--- src/rtl/pueo_trig_sched.sv ---
// pueo_trig_sched: queues trigger times and turns each into a run of signal-buffer row reads into a free event slot.
// Optional trigger spacing check is enabled by defining PUEO_TRIG_SCHED_HOLDOFF_EN.
module pueo_trig_sched #(
    parameter int TRIGBIT   = 15,
    parameter int ADDRBIT   = 12,
    parameter int OFFSET    = 64,
    parameter int NROW      = 128,
    parameter int NSLOT     = 4,
    parameter int FIFODEPTH = 16,
    parameter int HOLDOFF   = 256
) (
    input  logic                         memclk_i,
    input  logic                         memclk_rst_i,
    input  logic                         run_i,
    input  logic [TRIGBIT-1:0]           trig_time_i,
    input  logic                         trig_valid_i,
    output logic [ADDRBIT-1:0]           rd_addr_o,
    output logic [$clog2(NSLOT)-1:0]     rd_slot_o,
    output logic                         rd_valid_o,
    output logic                         rd_last_o,
    input  logic                         rd_ready_i,
    input  logic [NSLOT-1:0]             slot_done_i,
    output logic [NSLOT-1:0]             slot_busy_o,
    output logic [$clog2(FIFODEPTH):0]   queue_count_o,
    output logic [15:0]                  drop_count_o,
    output logic                         busy_o
);
    localparam int SW = $clog2(NSLOT);
    localparam int FW = $clog2(FIFODEPTH);
    localparam int RW = (NROW > 1) ? $clog2(NROW) : 1;

    typedef enum logic [1:0] {IDLE, ALLOC, READ} state_t;

    state_t             state, state_nx;
    logic [ADDRBIT-1:0] mem [FIFODEPTH];
    logic [FW-1:0]      wp, rp;
    logic [FW:0]        cnt;
    logic [RW-1:0]      row;
    logic [NSLOT-1:0]   busy;
    logic [ADDRBIT-1:0] addr;
    logic [SW-1:0]      slot, free_idx;
    logic [15:0]        drops;
    logic               free, pop, push, drop, trig, hold_ok, full;
    logic               unused_hi;

    assign unused_hi = ^trig_time_i[TRIGBIT-1:ADDRBIT];

    // lowest-index free slot
    always_comb begin
        free = 1'b0;
        free_idx = '0;
        for (int i = NSLOT - 1; i >= 0; i--) begin
            if (!busy[i]) begin
                free = 1'b1;
                free_idx = SW'(i);
            end
        end
    end

    assign full = cnt == (FW+1)'(FIFODEPTH);
    assign pop  = state == ALLOC && free;
    assign trig = trig_valid_i && run_i;
    assign push = trig && hold_ok && (!full || pop);
    assign drop = trig && !push;

`ifdef PUEO_TRIG_SCHED_HOLDOFF_EN
    localparam int HW = $clog2(HOLDOFF + 1);
    logic [HW-1:0] hold;
    // cycles remaining before another trigger may be accepted
    always_ff @(posedge memclk_i) begin
        if (memclk_rst_i || !run_i) hold <= '0;
        else if (push) hold <= HW'(HOLDOFF - 1);
        else if (hold != '0) hold <= hold - 1'b1;
    end
    assign hold_ok = hold == '0;
`else
    assign hold_ok = 1'b1;
`endif

    // next-state logic
    always_comb begin
        state_nx = state;
        unique case (state)
            IDLE:    if (cnt != '0) state_nx = ALLOC;
            ALLOC:   if (free) state_nx = READ;
            READ:    if (rd_ready_i && row == '0) state_nx = IDLE;
            default: state_nx = IDLE;
        endcase
    end

    // queue storage holds only start addresses; left unreset
    always_ff @(posedge memclk_i) begin
        if (push) mem[wp] <= trig_time_i[ADDRBIT-1:0] - ADDRBIT'(OFFSET);
    end

    // control state, queue pointers, slot occupancy and read counters; stopping the run clears everything
    always_ff @(posedge memclk_i) begin
        if (memclk_rst_i || !run_i) begin
            state <= IDLE;
            wp    <= '0;
            rp    <= '0;
            cnt   <= '0;
            busy  <= '0;
            addr  <= '0;
            slot  <= '0;
            row   <= '0;
            drops <= '0;
        end else begin
            state <= state_nx;
            if (push) wp <= wp + 1'b1;
            if (pop) rp <= rp + 1'b1;
            cnt   <= cnt + (FW+1)'(push) - (FW+1)'(pop);
            busy  <= (busy & ~slot_done_i) | (pop ? NSLOT'(1) << free_idx : '0);
            if (drop && drops != 16'hFFFF) drops <= drops + 1'b1;
            if (pop) begin
                addr <= mem[rp];
                slot <= free_idx;
                row  <= RW'(NROW - 1);
            end else if (state == READ && rd_ready_i) begin
                addr <= addr + 1'b1;
                row  <= row - 1'b1;
            end
        end
    end

    assign rd_valid_o    = state == READ;
    assign rd_last_o     = state == READ && row == '0;
    assign rd_addr_o     = addr;
    assign rd_slot_o     = slot;
    assign slot_busy_o   = busy;
    assign queue_count_o = cnt;
    assign drop_count_o  = drops;
    assign busy_o        = state != IDLE || cnt != '0;
endmodule

--- config.mk ---
export PLATFORM = sky130hd
export DESIGN_NAME = pueo_trig_sched
export DESIGN_NICKNAME = d
export VERILOG_FILES = /design/src/rtl/pueo_trig_sched.sv
export SDC_FILE = /design/constraint.sdc
export NUM_CORES = 1
export LEC_CHECK = 0
export ABC_CLOCK_PERIOD_IN_PS = 4100
export CORE_MARGIN = 2
export CORE_UTILIZATION = 50
export DETAILED_ROUTE_END_ITERATION = 12
export GPL_ROUTABILITY_DRIVEN = 0
export MAX_ROUTING_LAYER = met4
export PLACE_DENSITY_LB_ADDON = 0.25
export SLEW_MARGIN = 30
export SYNTH_ARGS = -nofsm -noshare
export SYNTH_HDL_FRONTEND = slang
export SYNTH_SLANG_ARGS = --single-unit
--- constraint.sdc ---
create_clock -name memclk_i -period 4.1 [get_ports memclk_i]
set_clock_uncertainty 0.2 [all_clocks]
set_input_delay 0.82 -clock memclk_i [delete_from_list [all_inputs] [get_ports memclk_i]]
set_output_delay 0.82 -clock memclk_i [all_outputs]
set_load 0.05 [all_outputs]
==> flow_summary.yaml, run 1 <==
drt:
  ant_nets: 0
  first_pass_iters: 5
  via_per_inst: 6.02
  avgRoutedWirePerCell_um: 22.7
  drt-initial-drc-count: 575
  drc: 0
  vias: 6424
  wl_um: 24200
global_route:
  antenna_found_initial: 0
  grt_max_degree: 47
  gr-total-overflow: 0
  grt_pass1_wl_um: 36800
  track_usage_pct: 22.8
  grt_pass1_vias: 6435
sta:
  tightest_slew_ns: 0.775
  slew_violations: 0
  final.min_clock_period_ns: 3.91
  worst_slack_ns: 0.194
  period_share_pct: 95.3
  worst_hold_slack_ns: 0.267
  finalSetupViolations: 0
  rsz0062_at_grt: "no"
  relSlewSlack_pct: 48.3
  fmax_mhz: 256
  finalSetupTns_ns: 0
  hold_viol: 0
logic_synthesis:
  synth_seq_cells: 252
  synth_top_cell_by_area: "edfxtp_1"
  synth_edf_count: 192
  synth_top_area_share_pct: 54.7
  synth_area_leaders: "edfxtp_1, dfxtp_1, mux4_2"
  ys_warn_count: 0
  post_synth_inst_count: 689
  ys_seq_area_share_pct: 66.1
  synth_fp_nets: 729
  syn_avg_cell_area_um2: 15.3
  synth_cell_types: 61
  syn_area_mm2: 0.0105
  synth-main-ff-cell: "edfxtp_1"
  async_reset_ff_share_pct: 0
floorplanning:
  die_w_um: 149
  io_pins: 66
  die_h_um: 149
  dieArea_mm2: 0.0223
  initial_core_util_pct: 50.5
  core_mm2: 0.0209
  core.rowCount: 53
clock_tree:
  clockRootBuffer: "clkbuf_16"
  postCtsResizedCells: 0
  cts_buffers: 26
  clk_pin_slew_worst_paths_ns: 0.06
  clock_latency_ns: 0.53
  clock_sinks: 252
  htreeDepth: 1
  cts_setup_buffers: 0
  clock_path_buffers: 3
  postCtsHoldBufs: 0
  tritoncts: "yes"
critical_path:
  crit_type: "reg -> out"
  cp_slowest_stage_delay_ns: 0.79
  cp_cell_sequence: "inv_1, ha_1, or3b_2, nor4_1, and2_1, clkdlybuf4s50_1"
  cp_slowest_cell: "clkdlybuf4s50_1"
  end_kind: "primary output"
  worstSetupStartpointType: "flop"
  worst-path-max-fanout: 3
  cp.required_ns: 3.08
  cp.arrival_ns: 2.89
final_layout:
  drive_above_1_share_pct: 16.8
  fin_area_mm2: 0.0124
  num_antenna_cells: 0
  syn_to_final_growth_pct: 17.9
  nNetsFinal: 814
power_and_ir_drop:
  netSwitchingFraction_pct: 22.3
  p_clk_share_pct: 40.8
  p_total_mw: 5.48
  p_comb_share_pct: 7.8
  vdd_drop_max_uv: 278
  p_sw_mw: 1.22
  power_density_mw_per_mm2: 441
  pwr-share-seq_pct: 51.4
  internal-power_mw: 4.26
  leakagePower_nw: 3.96
run_status:
  status: "finished, final reports clean"
placement:
  dp_hpwl_um: 15200
  place_area_mm2: 0.0116
  io_buffers: 62
  dp_slack_ns: 0.575
job:
  maxCapViolCount: 0
min_path:
  min_path_type: "reg -> reg"
==> synth_stat cells, types with 13 or more instances <==
library cell,n
nand2b_1,13
edfxtp_1,192
a21oi_1,28
buf_2,13
nand2_1,31
dfxtp_1,60
nor2_1,34
ha_1,15
mux4_2,47
mux2i_1,17
inv_1,18
nand3_1,23
==> worst paths after layout <==
| kind | endpoint | slack, ns | from | depth (start not counted) |
|---|---|---|---|---|
| setup / recovery | rd_last_o | 0.19 | row[0] | 6 |
| hold / removal | rd_slot_o[1] | 0.27 | rd_slot_o[1] | 2 |
| hold reg to reg | rd_slot_o[1] | 0.27 | rd_slot_o[1] | 2 |
| setup reg to reg | queue_count_o[4] | 0.77 | slot_busy_o[0] | 13 |
==> critical path: cells and delay by family, from the launching register on <==
family / cells / cell delay [ns]
simple gates: 3 / 0.99
fa+ha+maj: 1 / 0.18
flops: 1 / 0.31
buf+inv: 2 / 0.88
==> through the flow <==
| stage | utilization, % | std cells |
|---|---|---|
| after global routing | 59.5 | 1067 |
| after floorplan | - | 689 |
| after detailed placement | 55.5 | 1021 |
| after CTS | 59.3 | 1067 |
| after global placement | 55.5 | 1021 |
| final | 59.5 | 1067 |
==> cells by family (layout without fill, tap and decap cells) <==
kind of cell	Yosys count	count (layout)	share of synthesized area, %
AOI/OAI and AO/OA	88	88	5.65
DFF	252	252	66.1
and+or+nand+nor	187	187	9.68
adders and majority gates	16	16	1.97
xor gates and xnor gates	20	20	1.66
buffers and inverters	56	159	2.68
muxes	70	70	12.3
==> metal layers <==
metal / vias up / share of wire [%] / global-route usage [%]
met1: 3285 / 39 / 28.3
met3: 48 / 5.9 / 2.87
met4: 0 / 2.9 / 7.57
li1: 2879 / - / -
met2: 212 / 52 / 39.0
met5: - / 0 / -
==> cells in the final DEF, fill, tap and decap left out, drive strengths merged, types with 2 or more instances in the layout <==
cell,Yosys,layout
nand2,31,31
o31ai,8,8
nor2b,9,9
o21ai,13,13
inv,18,18
nand2b,13,13
buf,26,32
clkdlybuf4s50,0,62
mux2i,17,17
nor4,12,12
a221oi,3,3
mux4,47,47
mux2,6,6
nor3,12,12
bufinv,0,2
nand4,10,10
a31oi,2,2
nand3,23,23
xor2,8,8
xnor2,12,12
ha,15,15
a21o,2,2
and3,5,5
edfxtp,192,192
and4,3,3
clkbuf,11,34
nor2,34,34
and2,7,7
nor4b,4,4
o22ai,3,3
a2111oi,7,7
clkinv,1,11
or3,6,6
or4,11,11
a21oi,29,29
a211oi,9,9
dfxtp,60,60
==> power by group through the flow <==
stage | clock [mW] | combinational (mW) | sequential, mW
after CTS | 2.27 | 0.423 | 2.82
after floorplan | 0 | 0.223 | 2.91
after global routing | 2.36 | 0.458 | 2.82
after global placement | 0 | 0.404 | 2.87
final | 2.24 | 0.425 | 2.82
after detailed placement | 0 | 0.420 | 2.87
==> cell type report <==
type	instances	area [um^2]
clock inverters	12	98.8
clock buffers	34	702
multi-input cells	381	3360
well taps	275	344
inverters	19	71.3
repair buffers	94	886
flip-flops and latches	252	6970
fillers	1572	8460
==> registers in the layout, summed over array words and instances, names as in the netlist, named ones only <==
signal         cells
queue_count_o      5
wp                 4
rd_addr_o         12
row                7
drop_count_o      16
slot_busy_o        4
mem              192
state              2
rd_slot_o          2
rp                 4
Power figures use the tool's default switching activity.
==> run 2, diff against run 1 <==
--- a/config.mk
+++ b/config.mk
@@ -6,12 +6,12 @@
 export NUM_CORES = 1
 export LEC_CHECK = 0
 export ABC_CLOCK_PERIOD_IN_PS = 4100
-export CORE_MARGIN = 2
+export CORE_MARGIN = 4
 export CORE_UTILIZATION = 50
 export DETAILED_ROUTE_END_ITERATION = 12
 export GPL_ROUTABILITY_DRIVEN = 0
 export MAX_ROUTING_LAYER = met4
-export PLACE_DENSITY_LB_ADDON = 0.25
+export PLACE_DENSITY = 0.73
 export SLEW_MARGIN = 30
 export SYNTH_ARGS = -nofsm -noshare
 export SYNTH_HDL_FRONTEND = slang
==> flow_summary.yaml, run 2 (synthesis results as in run 1) <==
run_status:
  status: "finished, final reports clean"
clock_tree:
  tritoncts: "yes"
  htreeDepth: 1
  cts_buffers: 25
  clock_sinks: 252
  clock_path_buffers: 3
  postCtsHoldBufs: 0
  clockRootBuffer: "clkbuf_16"
  cts_setup_buffers: 0
  postCtsResizedCells: 0
  clk_pin_slew_worst_paths_ns: 0.06
  clock_latency_ns: 0.51
floorplanning:
  initial_core_util_pct: 51.5
  core_mm2: 0.0205
  dieArea_mm2: 0.0235
  die_w_um: 153
  die_h_um: 153
  core.rowCount: 52
  io_pins: 66
global_route:
  antenna_found_initial: 0
  gr-total-overflow: 0
  track_usage_pct: 21.0
  grt_pass1_vias: 6512
  grt_pass1_wl_um: 37400
  grt_max_degree: 47
placement:
  io_buffers: 62
  place_inst: 1019
  dp_hpwl_um: 14800
sta:
  slew_violations: 0
  tightest_slew_ns: 0.879
  period_share_pct: 94.8
  rsz0062_at_grt: "no"
  fmax_mhz: 257
  finalSetupViolations: 0
  finalSetupTns_ns: 0
  hold_viol: 0
  final.min_clock_period_ns: 3.88
  relSlewSlack_pct: 41.4
  worst_hold_slack_ns: 0.255
critical_path:
  rrSetupSlack_ns: 0.87
  end_kind: "primary output"
  worstSetupStartpointType: "flop"
  cp.arrival_ns: 2.86
  worst-path-max-fanout: 3
  crit_type: "reg -> out"
  cp.required_ns: 3.08
power_and_ir_drop:
  power_density_mw_per_mm2: 445
  vdd_drop_max_uv: 473
  leakagePower_nw: 3.98
drt:
  via_per_inst: 6.10
  drt-initial-drc-count: 565
  vias: 6486
  first_pass_iters: 5
  drc: 0
  avgRoutedWirePerCell_um: 22.7
  ant_nets: 0
  wl_um: 24100
final_layout:
  nNetsFinal: 816
  num_antenna_cells: 0
  syn_to_final_growth_pct: 18.0
  nFillCells: 1522
  layout.cells.non_filler: 1064
  largest_reg_flops: 192
  final_cell_mix: "edfxtp_1, clkdlybuf4s50_1, dfxtp_1"
  final_common_cell: "edfxtp_1"
  drive_above_1_share_pct: 18.1
  regMostFlops: "mem"
job:
  maxCapViolCount: 0
min_path:
  min_path_type: "reg -> reg"
## run 2: cell types whose count changed in the layout (fill, tap and decap cells not counted), sizes merged
cell / change
clkbuf: -4
clkinvlp: +4
buf: +3
clkinv: -3
bufinv: +2
## run 2: layout make-up
class / count / area [um^2] / area share [%]
well taps: 270 / 338 / 2.71
flip-flops and latches: 252 / 6970 / 56.0
repair buffers: 97 / 883 / 7.10
inverters: 19 / 71.3 / 0.573
clock buffers: 30 / 644 / 5.18
clock inverters: 15 / 181 / 1.46
multi-input cells: 381 / 3350 / 26.9
## run 2: stage by stage
stage	utilization [%]	area, um^2	total power, mW	worst slack [ns]
floorplan	-	10500	3.13	0.832
global placement	56.5	11600	3.27	0.651
detailed placement	56.6	11600	3.29	0.609
CTS	60.6	12400	5.57	0.190
global route	60.7	12400	5.72	0.113
finish	60.7	12400	5.54	0.215
## run 2: per-layer routing
| layer | track usage (%) | vias up | wire length (um) |
|---|---|---|---|
| met2 | 34.2 | 294 | 11900 |
| met3 | 2.83 | 51 | 1900 |
| met1 | 28.0 | 3252 | 9700 |
| met4 | 6.07 | 0 | 643 |
| met5 | - | - | 0 |
| li1 | - | 2889 | - |
## run 2: path summary, 6_finish.rpt
| kind | start | cells past startpoint | endpoint |
|---|---|---|---|
| setup / recovery | row[0] | 6 | rd_last_o |
| hold / removal | rd_slot_o[1] | 2 | rd_slot_o[1] |
| setup reg to reg | slot_busy_o[0] | 12 | queue_count_o[4] |
| hold reg to reg | rd_slot_o[1] | 2 | rd_slot_o[1] |
## run 2: critical path: stages (launching register included)
cell and delay, ns:
dfxtp_1 0.31, inv_1 0.09, ha_1 0.17, or3b_2 0.48
nor4_1 0.33, and2_1 0.18, clkdlybuf4s50_1 0.80
## run 2: power breakdown
| group | leakage [nW] | internal, mW | total, mW | switching (mW) |
|---|---|---|---|---|
| Combinational | 1.36 | 0.156 | 0.423 | 0.267 |
| Sequential | 2.21 | 2.78 | 2.81 | 0.0300 |
| Clock | 0.396 | 1.37 | 2.31 | 0.933 |
| Total | 3.98 | 4.31 | 5.54 | 1.23 |
==> patch, RTL diff (flow settings as in run 2) <==
The parameter `FIFODEPTH` goes from 16 to 8.
--- a/src/rtl/pueo_trig_sched.sv
+++ b/src/rtl/pueo_trig_sched.sv
@@ -8,3 +8,3 @@
     parameter int NSLOT     = 4,
-    parameter int FIFODEPTH = 16,
+    parameter int FIFODEPTH = 8,
     parameter int HOLDOFF   = 256
Ports: changed (resized queue_count_o); port bits go from 66 to 65. No check against the original RTL was run, so the function may have changed too.
==> patch against run 2 <==
Die area shrank 38%; sequential cell count shrank 100; cell area shrank 38%; area after synthesis shrank 39%; hold slack lost 0.0048 ns; non-clock buffer count shrank 22; first-iteration DRC count shrank 34%; worst setup slack gained 0.59 ns; combinational power shrank 52%; critical path type unchanged; power shrank 41%; sequential share of layout area shrank 4.5 points; wire length shrank 46%; synthesized cell count shrank 33%.
==> patch: results <==
group,metric,value,unit
hold_path,min-delay-start,"rd_slot_o[1]$_SDFFE_PP0P_",
pwr,p_leak,2.55,nW
global_route,grt_usage,19.9,%
clocking,cts_buffers,17,
status,outcome,"finished, final reports clean",
worst_setup_path,r2r-end,"queue_count_o[2]$_SDFF_PP0_",
global_route,grt_use_met1,24.1,%
worst_setup_path,cp-startpoint,"row[2]$_SDFFE_PP0P_",
logic_synthesis,synth_xor_area_share,4.80,%
worst_setup_path,crit_fanout,4,
global_route,grt_pass1_vias,4070,
logic_synthesis,synth.area.top_cells,"edfxtp_1 45%, dfxtp_1 18%, mux4_2 8.5%",
logic_synthesis,netlist_top_cells_count,"96 x edfxtp_1, 56 x dfxtp_1, 35 x nor2_1, 32 x nand2_1, 24 x mux4_2",
routing,vias,3967,
logic_synthesis,muxShareOfSynthArea,10.1,%
worst_setup_path,critPathMaxStageDelay,0.83,ns
routing,wl_per_cell,18.0,um
timing,holdWs,0.250,ns
timing,relSlewSlack,41.7,%
global_route,grtUsageMet2,31.2,%
clocking,clock_latency,0.42,ns
global_route,grt_pass1_wl,21.2,mm
logic_synthesis,synthAdderAreaFrac,2.66,%
global_route,grt_use_met3,5.78,%
logic_synthesis,syn_nets,501,
clocking,cts_max_level,4,
hold_path,worstHoldEndpoint,"rd_slot_o[1]$_SDFFE_PP0P_",
placed_design,dp_hpwl,8.39,mm
worst_setup_path,rr_worst_depth,10,
global_route,grt_max_degree,26,
routing,drt_iter0_markers,375,
worst_setup_path,crit_family,"buffers and inverters",
clocking,clockBufferDepth,2,
## patch: area by class of cell
class	count	area, um2
fill	954	4790
sequential	152	4000
multi-input combinational	274	2220
timing repair buffer	75	716
clock buffer	20	437
tap	172	215
clock inverter	12	105
inverter	20	75.1
## patch: per-layer routing
| layer | share of wire, % | vias to the layer above |
|---|---|---|
| met4 | 2.2 | 0 |
| li1 | - | 1898 |
| met3 | 5.4 | 25 |
| met5 | 0 | - |
| met1 | 43 | 1936 |
| met2 | 50 | 108 |
## patch: power breakdown
group / internal, mW / total [mW] / switching (mW)
logic: 0.0810 / 0.204 / 0.123
clock network: 0.830 / 1.43 / 0.599
registers: 1.65 / 1.66 / 0.0145
## patch: through the flow
step                      power, mW  utilization [%]  std cells  area (um2)  worst slack, ns
final                          3.30             61.9        725        7780            0.807
after global routing           3.42             61.9        725        7780            0.570
after CTS                      3.33             61.9        725        7780            0.788
after detailed placement       1.90             57.6        693        7230            0.766
after global placement         1.89             57.6        693        7230            0.839
after floorplan                1.82                -        464        6390            0.990
